**config.mk**
```make
export PLATFORM = sky130hd
export DESIGN_NAME = jts16_scr_addr_flat
export DESIGN_NICKNAME = d
export VERILOG_FILES = /design/src/rtl/jts16_scr_pkg.sv /design/src/rtl/jts16_scr_addr_if.sv /design/src/rtl/jts16_scr_map.sv /design/src/rtl/jts16_scr_addr.sv /design/src/flat_wrapper.sv
export SDC_FILE = /design/constraint.sdc
export NUM_CORES = 1
export LEC_CHECK = 0
export ABC_AREA = 1
export BUFFER_PORTS_ARGS = -buffer_cell sky130_fd_sc_hd__buf_4
export CORE_UTILIZATION = 53
export CTS_CLUSTER_DIAMETER = 150
export DETAILED_ROUTE_END_ITERATION = 7
export MAX_ROUTING_LAYER = met4
export PLACE_DENSITY = 0.8
export SLEW_MARGIN = 0
export SYNTH_ARGS = -nofsm -noshare
export SYNTH_HDL_FRONTEND = slang
export SYNTH_SLANG_ARGS = --single-unit
```
**constraint.sdc**
```tcl
create_clock -name clk -period 2.7 [get_ports clk]
set_input_delay 0.27 -clock clk [delete_from_list [all_inputs] [get_ports clk]]
set_output_delay 0.27 -clock clk [all_outputs]
set_load 0.05 [all_outputs]
```
**src/rtl/jts16_scr_pkg.sv**
```systemverilog
// Shared types and constants for the S16B scroll-layer tilemap address generator.
package jts16_scr_pkg;

    localparam int unsigned PAGE_W = 4;
    localparam int unsigned ROW_W  = 5;
    localparam int unsigned COL_W  = 6;
    localparam int unsigned MAP_W  = PAGE_W + ROW_W + COL_W;
    localparam int unsigned TXT_AW = 11;
    localparam int unsigned CNT_W  = 6;
    localparam int unsigned HSC_W  = 10;
    localparam int unsigned VSC_W  = 9;

    localparam logic [TXT_AW-1:0] ROW_BASE_DEF = 11'h7C0;
    localparam logic [TXT_AW-1:0] COL_BASE_DEF = 11'h780;

    typedef enum logic [2:0] {
        IDLE,
        ROW_RD,
        COL_CHK,
        COL_RD,
        MAP_REQ,
        DONE
    } scr_state_t;

    // Line-start snapshot of the scroll register block
    typedef struct packed {
        logic [15:0]      pages;
        logic [HSC_W-1:0] hpos;
        logic [VSC_W-1:0] vpos;
        logic             rowscr_en;
        logic             colscr_en;
        logic [8:0]       vrender;
    } line_regs_t;

endpackage

```
**src/rtl/jts16_scr_addr_if.sv**
```systemverilog
// Text RAM and tilemap RAM request/ack buses of one scroll layer.
interface jts16_scr_addr_if;
    import jts16_scr_pkg::*;

    logic [TXT_AW-1:0] txt_addr;
    logic              txt_req;
    logic              txt_ok;
    logic [15:0]       txt_dout;
    logic [MAP_W-1:0]  map_addr;
    logic              map_req;
    logic              map_ok;

    modport master (
        output txt_addr, txt_req, map_addr, map_req,
        input  txt_ok, txt_dout, map_ok
    );

    modport slave (
        input  txt_addr, txt_req, map_addr, map_req,
        output txt_ok, txt_dout, map_ok
    );
endinterface

```
**src/rtl/jts16_scr_map.sv**
```systemverilog
// Combinational tile position to tilemap word address; quadrant picks the page nibble.
module jts16_scr_map
    import jts16_scr_pkg::*;
(
    input  logic [CNT_W-1:0] col_cnt,
    input  logic [6:0]       hcoarse,
    input  logic [8:0]       vrender,
    input  logic [VSC_W-1:0] vscroll,
    input  logic [15:0]      pages,
    output logic [MAP_W-1:0] map_addr_c,
    output logic [2:0]       fine_y_c
);
    logic [9:0]        x;
    logic [8:0]        y;
    logic [1:0]        quad;
    logic [PAGE_W-1:0] page;

    always_comb begin
        x    = {1'b0, col_cnt, 3'b000} + {hcoarse, 3'b000};
        y    = vrender + vscroll;
        quad = {y[8], x[9]};
        case (quad)
            2'd0:    page = pages[3:0];
            2'd1:    page = pages[7:4];
            2'd2:    page = pages[11:8];
            default: page = pages[15:12];
        endcase
        map_addr_c = {page, y[7:3], x[8:3]};
        fine_y_c   = y[2:0];
    end
endmodule

```
**src/rtl/jts16_scr_addr.sv**
```systemverilog
// Per-layer scroll tilemap address generator: one tilemap word request per 8-pixel tile.
// Row/column scroll reads from text RAM exist only when JTS16_SCR_RAMSCR_EN is defined.
module jts16_scr_addr
    import jts16_scr_pkg::*;
#(
    parameter int unsigned       LAYER    = 0,
    parameter int unsigned       TILES    = 41,
    parameter logic [TXT_AW-1:0] ROW_BASE = ROW_BASE_DEF,
    parameter logic [TXT_AW-1:0] COL_BASE = COL_BASE_DEF
)(
    input  logic                clk,
    input  logic                rst,
    input  logic                hs,
    input  logic [8:0]          vrender,
    input  logic [15:0]         scr_pages,
    input  logic [15:0]         scr_hpos,
    input  logic [15:0]         scr_vpos,
    input  logic                rowscr_en,
    input  logic                colscr_en,
    jts16_scr_addr_if.master    bus,
    output logic [2:0]          fine_x,
    output logic [2:0]          fine_y,
    output logic                busy,
    output logic                line_done
);
    localparam logic [CNT_W-1:0]  LAST_TILE = CNT_W'(TILES - 1);
    localparam logic [TXT_AW-1:0] LAYER_OFS = TXT_AW'(LAYER * 32);

    scr_state_t        state_q, state_d;
    logic [CNT_W-1:0]  c_q, c_d;
    logic [HSC_W-1:0]  hscroll_q, hscroll_d;
    logic [VSC_W-1:0]  vscroll_q, vscroll_d;
    line_regs_t        lat_q, lat_d, live, st_src;
    logic              hs_q, restart_q, restart_d, start, hs_rise;

    logic [MAP_W-1:0]  map_addr_q, map_addr_d, map_addr_c;
    logic              map_req_q, map_req_d;
    logic [TXT_AW-1:0] txt_addr_q, txt_addr_d;
    logic              txt_req_q, txt_req_d;
    logic [2:0]        fine_x_q, fine_x_d, fine_y_q, fine_y_d, fine_y_c;
    logic              busy_q, busy_d, line_done_q, line_done_d;
    logic              unused_bits;

    always_comb begin
        live.pages   = scr_pages;
        live.hpos    = scr_hpos[HSC_W-1:0];
        live.vpos    = scr_vpos[VSC_W-1:0];
        live.vrender = vrender;
`ifdef JTS16_SCR_RAMSCR_EN
        live.rowscr_en = rowscr_en;
        live.colscr_en = colscr_en;
`else
        live.rowscr_en = 1'b0;
        live.colscr_en = 1'b0;
`endif
    end

`ifdef JTS16_SCR_RAMSCR_EN
    assign unused_bits = ^{scr_hpos[15:10], scr_vpos[15:9], bus.txt_dout[15:10]};
`else
    assign unused_bits = ^{scr_hpos[15:10], scr_vpos[15:9], bus.txt_dout,
                           bus.txt_ok, rowscr_en, colscr_en};
`endif

    assign hs_rise = hs & ~hs_q;

    // Next state; an hs edge mid-line aborts via one IDLE restart cycle
    always_comb begin
        state_d   = state_q;
        c_d       = c_q;
        hscroll_d = hscroll_q;
        vscroll_d = vscroll_q;
        lat_d     = lat_q;
        restart_d = 1'b0;
        start     = 1'b0;
        st_src    = lat_q;
        if (hs_rise) begin
            lat_d = live;
            c_d   = '0;
            if (state_q == IDLE) begin
                start  = 1'b1;
                st_src = live;
            end else begin
                state_d   = IDLE;
                restart_d = 1'b1;
            end
        end else begin
            case (state_q)
                IDLE: start = restart_q;
`ifdef JTS16_SCR_RAMSCR_EN
                ROW_RD: if (bus.txt_ok) begin
                    hscroll_d = bus.txt_dout[HSC_W-1:0];
                    state_d   = COL_CHK;
                end
                COL_RD: if (bus.txt_ok) begin
                    vscroll_d = bus.txt_dout[VSC_W-1:0];
                    state_d   = MAP_REQ;
                end
`endif
                COL_CHK: begin
                    if (lat_q.colscr_en && !c_q[0]) begin
                        state_d = COL_RD;
                    end else begin
                        state_d = MAP_REQ;
                        if (!lat_q.colscr_en) vscroll_d = lat_q.vpos;
                    end
                end
                MAP_REQ: if (bus.map_ok) begin
                    if (c_q == LAST_TILE) begin
                        state_d = DONE;
                    end else begin
                        c_d     = c_q + CNT_W'(1);
                        state_d = COL_CHK;
                    end
                end
                default: state_d = IDLE;
            endcase
        end
        if (start) begin
            if (st_src.rowscr_en) begin
                state_d = ROW_RD;
            end else begin
                hscroll_d = st_src.hpos;
                state_d   = COL_CHK;
            end
        end
    end

    jts16_scr_map u_map (
        .col_cnt    (c_d),
        .hcoarse    (hscroll_d[HSC_W-1:3]),
        .vrender    (lat_d.vrender),
        .vscroll    (vscroll_d),
        .pages      (lat_d.pages),
        .map_addr_c (map_addr_c),
        .fine_y_c   (fine_y_c)
    );

    // Outputs are registered from the next-state values
    always_comb begin
        map_addr_d  = map_addr_c;
        map_req_d   = (state_d == MAP_REQ);
        fine_x_d    = hscroll_d[2:0];
        fine_y_d    = fine_y_c;
        busy_d      = (state_d != IDLE) || restart_d;
        line_done_d = (state_d == DONE);
        txt_addr_d  = '0;
        txt_req_d   = 1'b0;
`ifdef JTS16_SCR_RAMSCR_EN
        if (state_d == ROW_RD) begin
            txt_req_d  = 1'b1;
            txt_addr_d = ROW_BASE + LAYER_OFS + TXT_AW'(lat_d.vrender[8:3]);
        end else if (state_d == COL_RD) begin
            txt_req_d  = 1'b1;
            txt_addr_d = COL_BASE + LAYER_OFS + TXT_AW'(c_d[CNT_W-1:1]);
        end
`endif
    end

    always_ff @(posedge clk) begin
        if (rst) begin
            state_q     <= IDLE;
            c_q         <= '0;
            hscroll_q   <= '0;
            vscroll_q   <= '0;
            lat_q       <= '0;
            hs_q        <= 1'b0;
            restart_q   <= 1'b0;
            map_addr_q  <= '0;
            map_req_q   <= 1'b0;
            txt_addr_q  <= '0;
            txt_req_q   <= 1'b0;
            fine_x_q    <= '0;
            fine_y_q    <= '0;
            busy_q      <= 1'b0;
            line_done_q <= 1'b0;
        end else begin
            state_q     <= state_d;
            c_q         <= c_d;
            hscroll_q   <= hscroll_d;
            vscroll_q   <= vscroll_d;
            lat_q       <= lat_d;
            hs_q        <= hs;
            restart_q   <= restart_d;
            map_addr_q  <= map_addr_d;
            map_req_q   <= map_req_d;
            txt_addr_q  <= txt_addr_d;
            txt_req_q   <= txt_req_d;
            fine_x_q    <= fine_x_d;
            fine_y_q    <= fine_y_d;
            busy_q      <= busy_d;
            line_done_q <= line_done_d;
        end
    end

    assign bus.map_addr = map_addr_q;
    assign bus.map_req  = map_req_q;
    assign bus.txt_addr = txt_addr_q;
    assign bus.txt_req  = txt_req_q;
    assign fine_x       = fine_x_q;
    assign fine_y       = fine_y_q;
    assign busy         = busy_q;
    assign line_done    = line_done_q;
endmodule

```
**src/flat_wrapper.sv**
```systemverilog
// flat-port wrapper written by rule: the top's interface ports become plain ports
module jts16_scr_addr_flat import jts16_scr_pkg::*;
#(
    parameter int unsigned       LAYER    = 0,
    parameter int unsigned       TILES    = 41,
    parameter logic [TXT_AW-1:0] ROW_BASE = ROW_BASE_DEF,
    parameter logic [TXT_AW-1:0] COL_BASE = COL_BASE_DEF
)
  (clk, rst, hs, vrender, scr_pages, scr_hpos, scr_vpos, rowscr_en, colscr_en, fine_x, fine_y, busy, line_done, bus_txt_addr, bus_txt_req, bus_map_addr, bus_map_req, bus_txt_ok, bus_txt_dout, bus_map_ok);
  jts16_scr_addr_if bus_i ();
  input  logic clk;
  input  logic rst;
  input  logic hs;
  input  logic [8:0] vrender;
  input  logic [15:0] scr_pages;
  input  logic [15:0] scr_hpos;
  input  logic [15:0] scr_vpos;
  input  logic rowscr_en;
  input  logic colscr_en;
  output logic [2:0] fine_x;
  output logic [2:0] fine_y;
  output logic busy;
  output logic line_done;
  output wire logic [$bits(bus_i.txt_addr)-1:0] bus_txt_addr;
  output wire logic [$bits(bus_i.txt_req)-1:0] bus_txt_req;
  output wire logic [$bits(bus_i.map_addr)-1:0] bus_map_addr;
  output wire logic [$bits(bus_i.map_req)-1:0] bus_map_req;
  input wire logic [$bits(bus_i.txt_ok)-1:0] bus_txt_ok;
  input wire logic [$bits(bus_i.txt_dout)-1:0] bus_txt_dout;
  input wire logic [$bits(bus_i.map_ok)-1:0] bus_map_ok;
  assign bus_txt_addr = bus_i.txt_addr;
  assign bus_txt_req = bus_i.txt_req;
  assign bus_map_addr = bus_i.map_addr;
  assign bus_map_req = bus_i.map_req;
  assign bus_i.txt_ok = bus_txt_ok;
  assign bus_i.txt_dout = bus_txt_dout;
  assign bus_i.map_ok = bus_map_ok;
  jts16_scr_addr #(.LAYER(LAYER), .TILES(TILES), .ROW_BASE(ROW_BASE), .COL_BASE(COL_BASE)) u_core (.clk(clk), .rst(rst), .hs(hs), .vrender(vrender), .scr_pages(scr_pages), .scr_hpos(scr_hpos), .scr_vpos(scr_vpos), .rowscr_en(rowscr_en), .colscr_en(colscr_en), .bus(bus_i), .fine_x(fine_x), .fine_y(fine_y), .busy(busy), .line_done(line_done));
endmodule
```
==> impl_metrics.yaml <==
synth:
  synthFlopType: "dfxtp_1"
  synth_top_area_frac: 0.4220
  synthCells: 600
  synthDistinctLibCells: 35
  avgSynthCellArea_sq_um: 7.511
  synth_most_common_cell: "dfxtp_1"
  yosysTopAreaCell: "dfxtp_1"
  synth.yosys.seq_area_share: 0.4220
  ys_ff_latch: 95
  synth_warnings: 0
  yosys-top-cells-count: "dfxtp_1, nand2_1, nor2_1"
  postSynth.asyncResetShare: 0
  synth_area_sq_mm: 0.004507
  synth_edf_count: 0
  synth.area.top_cells: "dfxtp_1, nand2_1, nor2_1"
setup_path:
  crit_path_frequent_cell: "nand2_4"
  r2r-start: "u_core.c_q[3]"
  crit_path_start: "u_core.c_q[3]"
  crit_path_end_kind: "flop"
  path_class: "flop to flop"
  cp-endpoint: "u_core.bus.map_addr[14]"
  worst_path_max_delay_cell: "fa_2"
  critPathLaunchType: "flop"
  required_ns: 2.97
  crit_arrival_ns: 2.94
  cp_max_fo: 8
  slowest_delay_ns: 0.39
  worstRegToRegCells: 16
  reg2reg_slack_ns: 0.03
  cp_cell_sequence: "inv_2, nor3_4, nand3_4, nand2_4, inv_4, nor2_4, nor3_2, ha_2, fa_2, nand4_1, nor2b_4, nand3_2, nand2_4, a21oi_1, nor2_2, nor2_1"
  worstReg2RegEnd: "u_core.bus.map_addr[14]"
detailed_routing:
  ant_nets: 0
  wirelength_microns: 11920
  route.vias.total: 4409
  drc: 0
  drt_first_pass_iters: 5
  avgViaCountPerCell: 5.416
  dr.first_iter.drc_count: 216
  wire_per_inst_microns: 14.65
sta:
  fin_crit_ns: 2.673
  worst_slack_ns: 0.02748
  worstMarginPinSlew_ns: 0.9047
  setup-tns-final_ns: 0
  finalSetupViolations: 0
  fin_crit_sh: 0.9898
  holdWs_ns: 0.1609
  final_max_slew_viol_count: 0
  fin_skew_ns: 0.01340
  timing.fmax_mhz: 374.2
  hold_viol: 0
  slew_headroom: 0.3962
  rsz0062_at_grt: "yes"
floorplanning:
  coreArea_sq_mm: 0.008217
  ios: 116
  rows: 33
  start_util: 0.5485
  die_height_microns: 94.22
  die_w_microns: 94.22
  die_area_sq_mm: 0.008876
power:
  p_leak_nw: 2.913
  power.density_mw_per_mm2: 585.7
  ir_drop_mv: 0.5272
global_routing:
  grt_usage: 0.2469
  grt_pass1_vias: 3879
  grt_max_degree: 63
  grt_pass1_wl_microns: 16810
  antenna_found_initial: 0
  grt_overflow: 0
placement:
  placed_cell_area_sq_mm: 0.005230
  io_buffers: 71
  gp_congestion: 0.9175
  place_worst_setup_slack_ns: -0.1979
  dp_hpwl_microns: 7196
clock_tree:
  cts.sink_count: 95
  path_clk_slew_ns: 0.10
  clock_tree.buffer_depth: 2
  ctsHoldBuffers: 0
  cts.htree.levels: 3
  numCtsBuffers: 9
  cts_tree: "yes"
  clock_latency_ns: 0.36
  root_buffer: "clkbuf_8"
finish:
  antenna_cells: 0
  post-route-util: 0.7405
  stdcell_area_sq_mm: 0.006085
  nFillCells: 546
  areaGrowthSynthToFinish_pct: 35.01
  drive_above_1_share: 0.3427
  nets: 803
min_path:
  hp-class: "input pin to flop"
  holdPathStages: 3
job:
  cap_violations: 0
status:
  status: "completed"
[sequential cells by signal, summed over array words and instances (netlist names)]
signal,cells
u_core.busy,1
u_core.fine_x,2
u_core.fine_y,3
u_core.restart_q,1
u_core.bus.map_addr,15
u_core.state_q,3
u_core.line_done,1
u_core.hscroll_q,8
u_core.vscroll_q,9
u_core.hs_q,1
u_core.bus.map_req,1
u_core.lat_q,44
u_core.c_q,6
[cells in the final DEF, fill, tap and decap left out, types with 5 or more instances in the layout]
cell / instances
nand2_2: 16
o21ai_0: 39
dfxtp_1: 88
nand3_1: 15
nand3_2: 12
nor4_1: 5
buf_4: 110
or2_2: 11
inv_2: 9
buf_6: 6
inv_1: 59
clkbuf_8: 9
nor2_1: 82
ha_1: 8
nand2_4: 6
dfxtp_2: 6
a21oi_1: 38
mux2i_1: 16
nand2_1: 75
conb_1: 12
nand3_4: 7
a21oi_2: 9
o21ai_1: 5
ha_4: 7
[stage by stage]
| stage | power, mW | std cells |
|---|---|---|
| after floorplan | 2.126 | 611 |
| after global placement | 2.333 | 782 |
| after detailed placement | 2.357 | 782 |
| after CTS | 3.460 | 801 |
| after global routing | 3.703 | 814 |
| final | 3.564 | 814 |
[worst max-delay path: cells and delay by family (launching register included)]
family / cells / cell delay (ns)
buffers and inverters: 2 / 0.10
AND/OR/NAND/NOR: 11 / 1.44
flip-flops: 1 / 0.35
adder cells (fa/ha/maj): 2 / 0.58
AO/OA/AOI/OAI: 1 / 0.10
[per-layer routing]
metal / GRT usage / vias to the layer above / wire [microns]
li1: - / 2126 / -
met1: 0.2748 / 2051 / 4800
met2: 0.4372 / 186 / 6034
met3: 0.03479 / 46 / 621
met4: 0.1077 / 0 / 466
met5: - / - / 0
[how the worst min path moves through the flow]
stage                              startpoint  slack (ns)                  end
after detailed placement  u_core.vscroll_q[5]        0.46  u_core.vscroll_q[5]
after floorplan                            hs        0.40          u_core.hs_q
after global routing               vrender[5]        0.17      u_core.lat_q[5]
final                              vrender[5]        0.16      u_core.lat_q[5]
after CTS                         scr_vpos[1]        0.16     u_core.lat_q[12]
after global placement       u_core.lat_q[29]        0.44     u_core.lat_q[29]
[cell type report]
type | instances | area (sq um) | area share
sequential | 95 | 1913 | 0.3144
inverter | 70 | 269.0 | 0.04421
clock buffer | 9 | 123.9 | 0.02036
timing repair buffer | 118 | 928.4 | 0.1526
clock inverter | 6 | 110.1 | 0.01810
multi-input combinational | 411 | 2609 | 0.4287
tap | 105 | 131.4 | 0.02159
[what timing repair did]
| action | 4_1_cts | 5_1_grt |
|---|---|---|
| pin swaps | 6 | 34 |
| buffers inserted | 3 | 12 |
| cloned | 1 | 1 |
| resized for setup | 19 | 103 |
| endpoints found under the setup margin | 4 | 6 |
[kinds of logic (layout without fill, tap and decap cells)]
kind of cell / Yosys count / after routing / share of synthesized area
AOI/OAI and AO/OA: 106 / 106 / 0.1260
adders and majority gates: 18 / 18 / 0.05330
buffers and inverters: 107 / 203 / 0.1077
DFF: 95 / 95 / 0.4220
muxes: 16 / 16 / 0.03554
other: 1 / 12 / 0.0008321
and+or+nand+nor: 257 / 259 / 0.2546
[power breakdown]
group	leakage (nW)	total (mW)	internal [mW]	switching (mW)
clock network	0.111	1.10	0.608	0.492
registers	0.785	1.54	1.50	0.0397
logic	2.02	0.920	0.342	0.579
Note: power is estimated with default switching activity, not from simulation.
